[src/rtl/dram_pkg.sv]
// rtl/dram_pkg.sv - shared DRAM command, sequencer state and row status definitions
package dram_pkg;

    localparam int ROW_BITS  = 16;
    localparam int COL_BITS  = 10;

    localparam int T_RP_DEF  = 4;
    localparam int T_RCD_DEF = 4;
    localparam int T_RFC_DEF = 20;

    localparam logic [1:0] ROW_IDLE     = 2'b00;
    localparam logic [1:0] ROW_HIT      = 2'b01;
    localparam logic [1:0] ROW_MISS     = 2'b10;
    localparam logic [1:0] ROW_CONFLICT = 2'b11;

    typedef enum logic [2:0] {
        CMD_NOP,
        CMD_ACT,
        CMD_PRE,
        CMD_PREA,
        CMD_RD,
        CMD_WR,
        CMD_REF
    } dram_cmd_t;

    typedef enum logic [3:0] {
        S_IDLE,
        S_LOOKUP,
        S_PRE,
        S_WAIT_RP,
        S_ACT,
        S_WAIT_RCD,
        S_CAS,
        S_PREA,
        S_WAIT_PREA,
        S_REF,
        S_WAIT_RFC
    } seq_state_t;

endpackage

[src/rtl/dram_timing_cnt.sv]
// rtl/dram_timing_cnt.sv - loadable saturating down counter with zero flag
module dram_timing_cnt #(
    parameter int CNT_W = 8
) (
    input  logic             CLK,
    input  logic             nRST,
    input  logic             load,
    input  logic [CNT_W-1:0] load_val,
    output logic             zero
);

    logic [CNT_W-1:0] count;

    always_ff @(posedge CLK) begin
        if (!nRST) begin
            count <= '0;
        end else if (load) begin
            count <= load_val;
        end else if (count != '0) begin
            count <= count - CNT_W'(1);
        end
    end

    assign zero = (count == '0);

endmodule

[src/rtl/dram_cmd_sequencer.sv]
// rtl/dram_cmd_sequencer.sv - per-request PRE/ACT/RD/WR sequencer with refresh arbitration
module dram_cmd_sequencer
    import dram_pkg::*;
#(
    parameter int T_RP  = T_RP_DEF,
    parameter int T_RCD = T_RCD_DEF,
    parameter int T_RFC = T_RFC_DEF,
    parameter int CNT_W = 8
) (
    input  logic                CLK,
    input  logic                nRST,
    input  logic                req_valid,
    output logic                req_ready,
    input  logic                req_write,
    input  logic [1:0]          req_bg,
    input  logic [1:0]          req_bank,
    input  logic [ROW_BITS-1:0] req_row,
    input  logic [COL_BITS-1:0] req_col,
    input  logic                refresh_req,
    output logic                refresh_ack,
    output logic                ro_req_en,
    output logic [1:0]          ro_bg,
    output logic [1:0]          ro_bank,
    output logic [ROW_BITS-1:0] ro_row,
    input  logic [1:0]          row_stat,
    output logic                row_resolve,
    output logic                ro_refresh,
    output logic                cmd_valid,
    output dram_cmd_t           cmd,
    output logic [1:0]          cmd_bg,
    output logic [1:0]          cmd_bank,
    output logic [ROW_BITS-1:0] cmd_addr,
    output logic                done
);

    seq_state_t          state, state_nxt;
    logic                ready_q;
    logic                lat_write;
    logic [COL_BITS-1:0] lat_col;
    logic                cnt_load, cnt_zero;
    logic [CNT_W-1:0]    cnt_val;

    assign req_ready = ready_q && !refresh_req;

    always_comb begin
        state_nxt = state;
        case (state)
            S_IDLE: begin
                if (refresh_req)                 state_nxt = S_PREA;
                else if (req_valid && req_ready) state_nxt = S_LOOKUP;
            end
            S_LOOKUP: begin
                case (row_stat)
                    ROW_HIT:      state_nxt = S_CAS;
                    ROW_MISS:     state_nxt = S_ACT;
                    ROW_CONFLICT: state_nxt = S_PRE;
                    default:      state_nxt = S_LOOKUP;
                endcase
            end
            // Issue states fall straight through when the programmed gap is a single cycle
            S_PRE, S_WAIT_RP:      if (cnt_zero) state_nxt = S_ACT;  else state_nxt = S_WAIT_RP;
            S_ACT, S_WAIT_RCD:     if (cnt_zero) state_nxt = S_CAS;  else state_nxt = S_WAIT_RCD;
            S_CAS:                 state_nxt = refresh_req ? S_PREA : S_IDLE;
            S_PREA, S_WAIT_PREA:   if (cnt_zero) state_nxt = S_REF;  else state_nxt = S_WAIT_PREA;
            S_REF, S_WAIT_RFC:     if (cnt_zero) state_nxt = S_IDLE; else state_nxt = S_WAIT_RFC;
            default:               state_nxt = S_IDLE;
        endcase
    end

    // Counter is loaded on the edge that enters an issue state, so the gap counts from the command cycle
    always_comb begin
        cnt_load = 1'b1;
        cnt_val  = '0;
        case (state_nxt)
            S_PRE, S_PREA: cnt_val = CNT_W'(T_RP - 1);
            S_ACT:         cnt_val = CNT_W'(T_RCD - 1);
            S_REF:         cnt_val = CNT_W'(T_RFC - 1);
            default:       cnt_load = 1'b0;
        endcase
    end

    dram_timing_cnt #(.CNT_W(CNT_W)) u_timing_cnt (
        .CLK      (CLK),
        .nRST     (nRST),
        .load     (cnt_load),
        .load_val (cnt_val),
        .zero     (cnt_zero)
    );

    always_ff @(posedge CLK) begin
        if (!nRST) begin
            state       <= S_IDLE;
            ready_q     <= 1'b0;
            lat_write   <= 1'b0;
            lat_col     <= '0;
            ro_bg       <= '0;
            ro_bank     <= '0;
            ro_row      <= '0;
            ro_req_en   <= 1'b0;
            row_resolve <= 1'b0;
            ro_refresh  <= 1'b0;
            refresh_ack <= 1'b0;
            done        <= 1'b0;
            cmd_valid   <= 1'b0;
            cmd         <= CMD_NOP;
            cmd_bg      <= '0;
            cmd_bank    <= '0;
            cmd_addr    <= '0;
        end else begin
            state       <= state_nxt;
            ready_q     <= (state_nxt == S_IDLE);
            ro_req_en   <= (state_nxt == S_LOOKUP);
            row_resolve <= (state_nxt == S_ACT);
            done        <= (state_nxt == S_CAS);
            ro_refresh  <= (state_nxt == S_REF);
            refresh_ack <= (state_nxt == S_REF);

            if (state == S_IDLE && state_nxt == S_LOOKUP) begin
                lat_write <= req_write;
                lat_col   <= req_col;
                ro_bg     <= req_bg;
                ro_bank   <= req_bank;
                ro_row    <= req_row;
            end

            cmd_valid <= 1'b0;
            cmd       <= CMD_NOP;
            cmd_bg    <= '0;
            cmd_bank  <= '0;
            cmd_addr  <= '0;
            case (state_nxt)
                S_PRE: begin
                    cmd_valid <= 1'b1;
                    cmd       <= CMD_PRE;
                    cmd_bg    <= ro_bg;
                    cmd_bank  <= ro_bank;
                end
                S_ACT: begin
                    cmd_valid <= 1'b1;
                    cmd       <= CMD_ACT;
                    cmd_bg    <= ro_bg;
                    cmd_bank  <= ro_bank;
                    cmd_addr  <= ro_row;
                end
                S_CAS: begin
                    cmd_valid <= 1'b1;
                    cmd       <= lat_write ? CMD_WR : CMD_RD;
                    cmd_bg    <= ro_bg;
                    cmd_bank  <= ro_bank;
                    cmd_addr  <= ROW_BITS'(lat_col);
                end
                S_PREA: begin
                    cmd_valid <= 1'b1;
                    cmd       <= CMD_PREA;
                end
                S_REF: begin
                    cmd_valid <= 1'b1;
                    cmd       <= CMD_REF;
                end
                default: ;
            endcase
        end
    end

endmodule
[config.mk]
export PLATFORM = sky130hd
export DESIGN_NAME = dram_cmd_sequencer
export DESIGN_NICKNAME = d
export VERILOG_FILES = /design/src/rtl/dram_pkg.sv /design/src/rtl/dram_timing_cnt.sv /design/src/rtl/dram_cmd_sequencer.sv
export SDC_FILE = /design/constraint.sdc
export NUM_CORES = 1
export LEC_CHECK = 0
export ABC_AREA = 1
export CAP_MARGIN = 20
export CORE_MARGIN = 4
export CORE_UTILIZATION = 35
export DETAILED_ROUTE_END_ITERATION = 12
export GPL_ROUTABILITY_DRIVEN = 0
export GPL_TIMING_DRIVEN = 0
export HOLD_SLACK_MARGIN = 0.06
export PLACE_DENSITY = 0.64
export SKIP_CTS_REPAIR_TIMING = 1
export SLEW_MARGIN = 25
export SYNTH_ARGS = -nofsm -noshare
export SYNTH_HDL_FRONTEND = slang
export SYNTH_SLANG_ARGS = --single-unit
[constraint.sdc]
create_clock -name CLK -period 1.68 [get_ports CLK]
set_input_delay 0.336 -clock CLK [delete_from_list [all_inputs] [get_ports CLK]]
set_output_delay 0.336 -clock CLK [all_outputs]
set_load 0.02 [all_outputs]
# == After elaboration in Yosys (flattened, before gate mapping) ==
# Cells that the tools add are included.
# classes
add_sub_neg,1
n_mul,0
div,0
order_cmp,0
eq_ne,19
shifts,0
n_mux,17
bitwise,0
n_reduce_logical,18
# ops
cell,n
16-bit one-hot mux with 2 select lines,1
"4-bit by 3-bit equality test with 1-bit output, second input constant",7
4-bit one-hot mux with 7 select lines,1
"4-bit equality test, second input constant",4
8-bit 2-to-1 mux,2
3-bit one-hot mux with 5 select lines,1
"4-bit by 2-bit equality test with 1-bit output, second input constant",3
4-bit 2-to-1 mux,3
5-bit one-hot mux with 2 select lines,1
3-bit one-hot mux with 3 select lines,1
"4-bit by 1-bit equality test with 1-bit output, second input constant",2
4-bit zero test,2
8-bit zero test,1
8-bit nonzero test,1
2-bit OR reduction,4
"8-bit by 1-bit subtractor with 8-bit output, second input constant",1
3-bit 2-to-1 mux,2
3-bit OR reduction,2
5-bit OR reduction,1
"2-bit equality test, second input constant",2
1-bit 2-to-1 mux,4
4-bit OR reduction,1
1-bit logical AND,3
"2-bit by 1-bit equality test with 1-bit output, second input constant",1
4 further kinds,4
# totals
regBits,72
latch_bits,0
mem_bits_rw,0
mem_bits_ro,0
output_inout_bits,50
word_cells,72
mem_count,0

# == Logic depth before layout (Yosys ltp) ==
# logic_depth
ltp_word,10
ltp_mapped,15
ltp_nobuf,14

# == By module ==
# A second synthesis with hierarchy kept.
# hier_totals
hier_cells,522
hier_area_um2,3430.8
# by_module_without_submodules
module,n_inst,cells_each,area_per_inst_um2,seq_area_each_um2
dram_cmd_sequencer,1,452,2952.8,1281.2
dram_timing_cnt,1,70,478.0,160.2

# == Worst setup path after synthesis ==
# Ideal clock, no wire load.
# synth_path
path_kind,register to register
start,register u_timing_cnt.count[0]
end,register ro_bg[0]
setup_time_ps,116
t_arrival_ps,1719
path_slack_ps,-155
path_stages_with_launch,13
n_path_buf,1
path_cell_list,dfxtp_1 > inv_1 > ha_1 > nand3_1 > nor2_4 > nor2_1 > nor3_1 > nand2_1 > nor2_2 > nand3_2 > buf_2 > o21ai_0 > nor2_1
# synth_between
elab_chain_cells,5
elab_cells_between_ends,8
classes_between,eq/ne: 1; mux: 5; reduce/logical: 2
# synth_lines
element,line_no,rtl
"start, declared",dram_timing_cnt.sv:12,logic [CNT_W-1:0] count;
"start signal, assigned",dram_timing_cnt.sv:18,count <= load_val;
"start signal, assigned",dram_timing_cnt.sv:20,count <= count - CNT_W'(1);
8-bit zero test (*),dram_timing_cnt.sv:24,assign zero = (count == '0);
"1-bit 2-to-1 mux, or another cell as far along",dram_cmd_sequencer.sv:64,"S_PREA, S_WAIT_PREA: if (cnt_zero) state_nxt = S_REF; else state_nxt = S_WAIT_PREA;"
4-bit one-hot mux with 7 select lines (*),dram_cmd_sequencer.sv:47,case (state)
4-bit by 1-bit equality test with 1-bit output (*),dram_cmd_sequencer.sv:118,if (state == S_IDLE && state_nxt == S_LOOKUP) begin
1-bit logical AND (*),dram_cmd_sequencer.sv:118,
"end signal, assigned",dram_cmd_sequencer.sv:121,ro_bg <= req_bg;
"end, declared",dram_cmd_sequencer.sv:22,"output logic [1:0] ro_bg,"
# Mark *: on every way between the ends. The rest lies on a longest branch, timed or not.
# A chain may end at the register's enable or synchronous reset.

# == Final worst setup path ==
# layout_path
start,register u_timing_cnt.count[0]
end,register lat_col[7]
# layout_between
elab_chain_cells,5
elab_cells_between_ends,8
classes_between,eq/ne: 1; mux: 5; reduce/logical: 2
# layout_lines
element,line_no,rtl
8-bit zero test (*),dram_timing_cnt.sv:24,
"1-bit 2-to-1 mux, or another cell as far along",dram_cmd_sequencer.sv:64,
4-bit one-hot mux with 7 select lines (*),dram_cmd_sequencer.sv:47,
4-bit by 1-bit equality test with 1-bit output (*),dram_cmd_sequencer.sv:118,
1-bit logical AND (*),dram_cmd_sequencer.sv:118,
"end signal, assigned",dram_cmd_sequencer.sv:120,lat_col <= req_col;
"end, declared",dram_cmd_sequencer.sv:39,logic [COL_BITS-1:0] lat_col;
# Marked as above.

==> impl_results.rst <==
.. list-table::
   :header-rows: 1

   * - Metric
     - Value
   * - Result of the run
     - finished, violations left
   * - Violations in the final reports
     - negative setup slack
   * - Commonest cells in the synthesized netlist
     - sky130_fd_sc_hd__nor2_1 (101), sky130_fd_sc_hd__dfxtp_1 (72), sky130_fd_sc_hd__nand2_1 (61)
   * - Peak supply drop
     - 0.000780 V
   * - Mux contribution to synthesized area
     - 0
   * - Antenna cell count
     - 0
   * - Worst slack at placement
     - -0.785 ns
   * - Xor and xnor area share after synthesis
     - 0.0183
   * - Pin count of the biggest net entering global routing
     - 15
   * - Area fraction of the dominant cell type after synthesis
     - 0.501
   * - Top-level I/O count
     - 87
   * - TNS Setup
     - -17.07 ns
   * - Arrival time of the worst setup path
     - 2.25 ns
   * - Drt drc
     - 0
   * - Number of synthesized flops with an enable pin
     - 0
   * - Clk Tree Root Cell
     - sky130_fd_sc_hd__clkbuf_8
   * - Headroom to the max-slew limit
     - 0.527
   * - Post-route setup slack
     - -0.317 ns
   * - Post-DR wirelength/cell
     - 12.7 microns
   * - Total power
     - 9.35 mW
   * - Simple-gate area share of the yosys netlist
     - 0.295
   * - Fin Clk Skew
     - 0.0139 ns
   * - Most used DFF post-synth
     - sky130_fd_sc_hd__dfxtp_1
   * - RSZ-0062 raised after global routing
     - true
   * - Number of buffers created by CTS
     - 9
   * - Measured slew at the worst slew-check pin
     - 0.709 ns
   * - Fraction of layout cells with a size suffix above 1
     - 0.216
   * - Power density normalized to cell area
     - 2050 mW/mm^2
   * - Number of antenna violations at the first check in global routing
     - 0
   * - Delay of the slowest critical-path stage
     - 0.34 ns
   * - Global router's overall resource usage
     - 0.153
   * - Reported net switching power
     - 3.99 mW
   * - Top post-synthesis cells by area
     - sky130_fd_sc_hd__dfxtp_1 (50%), sky130_fd_sc_hd__nor2_1 (13%), sky130_fd_sc_hd__nand2_1 (8.0%)
   * - Detailed-placement wirelength estimate
     - 5390 microns
   * - Cell leakage power
     - 2.38 nW
   * - Adder and majority gate portion of the synthesized area
     - 0.0174
   * - Layout overhead on the synthesized area
     - 58.9%
   * - CP Max Fanout
     - 10
   * - Largest delay contributor family on the critical path
     - simple AND/OR/NAND/NOR gates
   * - Clock Sink Count
     - 72
   * - Final clock period utilization by the worst path
     - 1.19
   * - Sequential cell area fraction in the yosys report
     - 0.501
   * - Power share of the sequential group
     - 0.281
   * - Synth Warn #
     - 0
   * - H-tree depth
     - 3
   * - Later-pin clock latency in the skew report
     - 0.36 ns
   * - Maximum number of buffers from clock root to sink
     - 2
   * - 1st-pass router iterations
     - 4
   * - Max_cap viols
     - 0
   * - Drt initial violations
     - 113
   * - Number of global-route vias before repair
     - 2581
   * - Class of the most critical hold timing path
     - input port to flip-flop
   * - Post-route insts no fill
     - 603
   * - Gate power share
     - 0.568
   * - Port-buffer cells
     - 85
   * - Total of flip-flops plus latches after synthesis
     - 72
   * - Mean instance size in the synthesized netlist
     - 7.57 sq um
   * - TritonCTS clock tree
     - yes
   * - Slew Limit Fails
     - 0
   * - Library cell with the largest summed area after synthesis
     - sky130_fd_sc_hd__dfxtp_1
   * - Area of the die
     - 0.00973 sq mm
   * - Share of power burned in the clock network
     - 0.151
   * - Clock transition at the registers of the reported paths
     - 0.09 ns
   * - Synthesized-area fraction occupied by ao, oa, aoi and oai cells
     - 0.0818
   * - Nets@finish
     - 537
   * - Post-synthesis cell type count
     - 28
   * - Antenna violation net count after detailed routing
     - 0
   * - Mapped Cells
     - 380
   * - Cell Area, Synth
     - 0.00288 sq mm
   * - Category of the most critical setup path
     - flip-flop to flip-flop
   * - Number of setup violations in the final report
     - 67
   * - Internal power summed over all cells
     - 5.36 mW
   * - Leading cell type by number of instances after synthesis
     - sky130_fd_sc_hd__nor2_1
   * - Crit-path cells
     - inv_2, ha_4, nand3_4, nor2_4, nor2_2, nor3_2, nand2_2, nor2_4, nand3_4, buf_6, o21ai_0, nor2_1
   * - Via density
     - 4.54
   * - Row Count
     - 32
   * - Async set or reset register ratio after synthesis
     - 0
   * - Main combinational cell family by area after synthesis
     - simple AND/OR/NAND/NOR gates
   * - Number of nets in the synthesized netlist
     - 421
   * - Required arrival time at the worst endpoint
     - 1.93 ns
   * - Buffering stage count on the worst path with inverters included
     - 2
   * - Wire length of the first global-routing pass
     - 11800 microns
   * - Maximum achievable frequency
     - 501 MHz
   * - Total routed wirelength
     - 7640 microns
   * - Die span in y
     - 98.6 microns
   * - Via count
     - 2735
   * - Cell at the slowest stage of the critical path
     - sky130_fd_sc_hd__dfxtp_2
   * - Worst Setup End Kind
     - flip-flop
   * - Starting utilization of the core area
     - 0.366
   * - Global route total overflow
     - 0
   * - Chip width
     - 98.6 microns
   * - Minimum clock period
     - 2.00 ns
   * - Final number of hold-violating endpoints
     - 0
   * - Type of origin of the critical path
     - flip-flop
   * - Placed cell count
     - 567
   * - Switching part of the total power
     - 0.426
   * - Core ar.
     - 0.00785 sq mm
final timing paths:
path                                       startpoint      endpoint  slack, ns  depth (start not counted)
worst min-delay path                             nRST    lat_col[1]       0.43                          3
worst max-delay path            u_timing_cnt.count[0]    lat_col[7]      -0.32                         12
worst min register to register             ro_row[10]  cmd_addr[10]       0.43                          2
worst max register to register  u_timing_cnt.count[0]    lat_col[7]      -0.32                         12
cells by family (layout without fill, tap and decap cells):
| kind of cell | after synthesis | in the layout |
|---|---|---|
| adders and majority gates | 4 | 4 |
| buffers and inverters | 55 | 176 |
| AOI/OAI and AO/OA | 44 | 44 |
| DFF | 72 | 72 |
| xor gates and xnor gates | 6 | 6 |
| and+or+nand+nor | 199 | 199 |
metal layers:
metal / share of wire / global-route usage / up-vias
li1: - / - / 1408
met1: 0.45 / 0.182 / 1248
met2: 0.47 / 0.249 / 65
met3: 0.062 / 0.0495 / 14
met4: 0.021 / 0.0735 / 0
met5: 0 / 0 / -
worst register-to-register path: stages (launching register included):
cell	delay (ns)
sky130_fd_sc_hd__dfxtp_2	0.34
sky130_fd_sc_hd__inv_2	0.08
sky130_fd_sc_hd__ha_4	0.15
sky130_fd_sc_hd__nand3_4	0.07
sky130_fd_sc_hd__nor2_4	0.17
sky130_fd_sc_hd__nor2_2	0.06
sky130_fd_sc_hd__nor3_2	0.17
sky130_fd_sc_hd__nand2_2	0.11
sky130_fd_sc_hd__nor2_4	0.17
sky130_fd_sc_hd__nand3_4	0.18
sky130_fd_sc_hd__buf_6	0.19
sky130_fd_sc_hd__o21ai_0	0.16
sky130_fd_sc_hd__nor2_1	0.06
cell usage in the layout (no fill, tap or decap), types with 3 or more instances in the layout:
cell type / Yosys / layout
sky130_fd_sc_hd__nor2_1: 101 / 90
sky130_fd_sc_hd__dfxtp_1: 72 / 70
sky130_fd_sc_hd__clkdlybuf4s50_1: 0 / 57
sky130_fd_sc_hd__nand2_1: 61 / 56
sky130_fd_sc_hd__inv_1: 32 / 30
sky130_fd_sc_hd__dlymetal6s2s_1: 0 / 29
sky130_fd_sc_hd__o21ai_1: 6 / 15
sky130_fd_sc_hd__buf_4: 2 / 15
sky130_fd_sc_hd__nor2_2: 8 / 12
sky130_fd_sc_hd__o21ai_0: 29 / 10
sky130_fd_sc_hd__nand3_1: 13 / 10
sky130_fd_sc_hd__o21ai_2: 0 / 10
sky130_fd_sc_hd__inv_2: 9 / 9
sky130_fd_sc_hd__nor2_4: 2 / 9
sky130_fd_sc_hd__clkbuf_8: 0 / 9
sky130_fd_sc_hd__xor2_1: 6 / 6
sky130_fd_sc_hd__buf_6: 4 / 6
sky130_fd_sc_hd__nand2_2: 3 / 5
sky130_fd_sc_hd__buf_8: 0 / 5
sky130_fd_sc_hd__clkbuf_1: 4 / 4
sky130_fd_sc_hd__a21oi_1: 6 / 4
sky130_fd_sc_hd__nand3_4: 1 / 3
sky130_fd_sc_hd__nand2_4: 0 / 3
sky130_fd_sc_hd__nand3_2: 2 / 3
sky130_fd_sc_hd__nand4_1: 3 / 3
sky130_fd_sc_hd__ha_1: 4 / 3
power groups by stage:
| stage | clock (mW) | sequential [mW] | combinational [mW] |
|---|---|---|---|
| 3_3_place_gp | 0 | 2.64 | 4.07 |
| 4_1_cts | 1.44 | 2.62 | 4.13 |
| 6_report | 1.41 | 2.63 | 5.31 |
| 2_1_floorplan | 0 | 3.01 | 2.45 |
| 3_5_place_dp | 0 | 2.66 | 4.11 |
| 5_1_grt | 1.52 | 2.71 | 5.80 |
layout make-up:
type                            count  area [sq um]
Tap cell                          102           128
Sequential cell                    72          1440
Clock inverter                      7          80.1
Multi-Input combinational cell    253          1380
Fill cell                         715          3280
Inverter                           41           161
Buffer                             14           135
Clock buffer                        9           124
Timing Repair Buffer              105          1120
through the flow:
stage	utilization	cell area, sq um	hold slack (ns)
floorplan	-	2930	0.420
global placement	0.498	3910	0.430
detailed placement	0.498	3910	0.431
CTS	0.524	4110	0.415
global route	0.582	4570	0.466
finish	0.582	4570	0.433
registers in the layout (all words and copies together), names as in the netlist:
register and cells:
lat_col 10, ready_q 1, cmd_addr 16, ro_req_en 1, cmd 3, state 4
cmd_bank 2, u_timing_cnt.count 8, cmd_bg 2, ro_bank 2, cmd_valid 1, ro_refresh 1
row_resolve 1, done 1, lat_write 1, ro_row 16, ro_bg 2
Power figures use the tool's default switching activity.
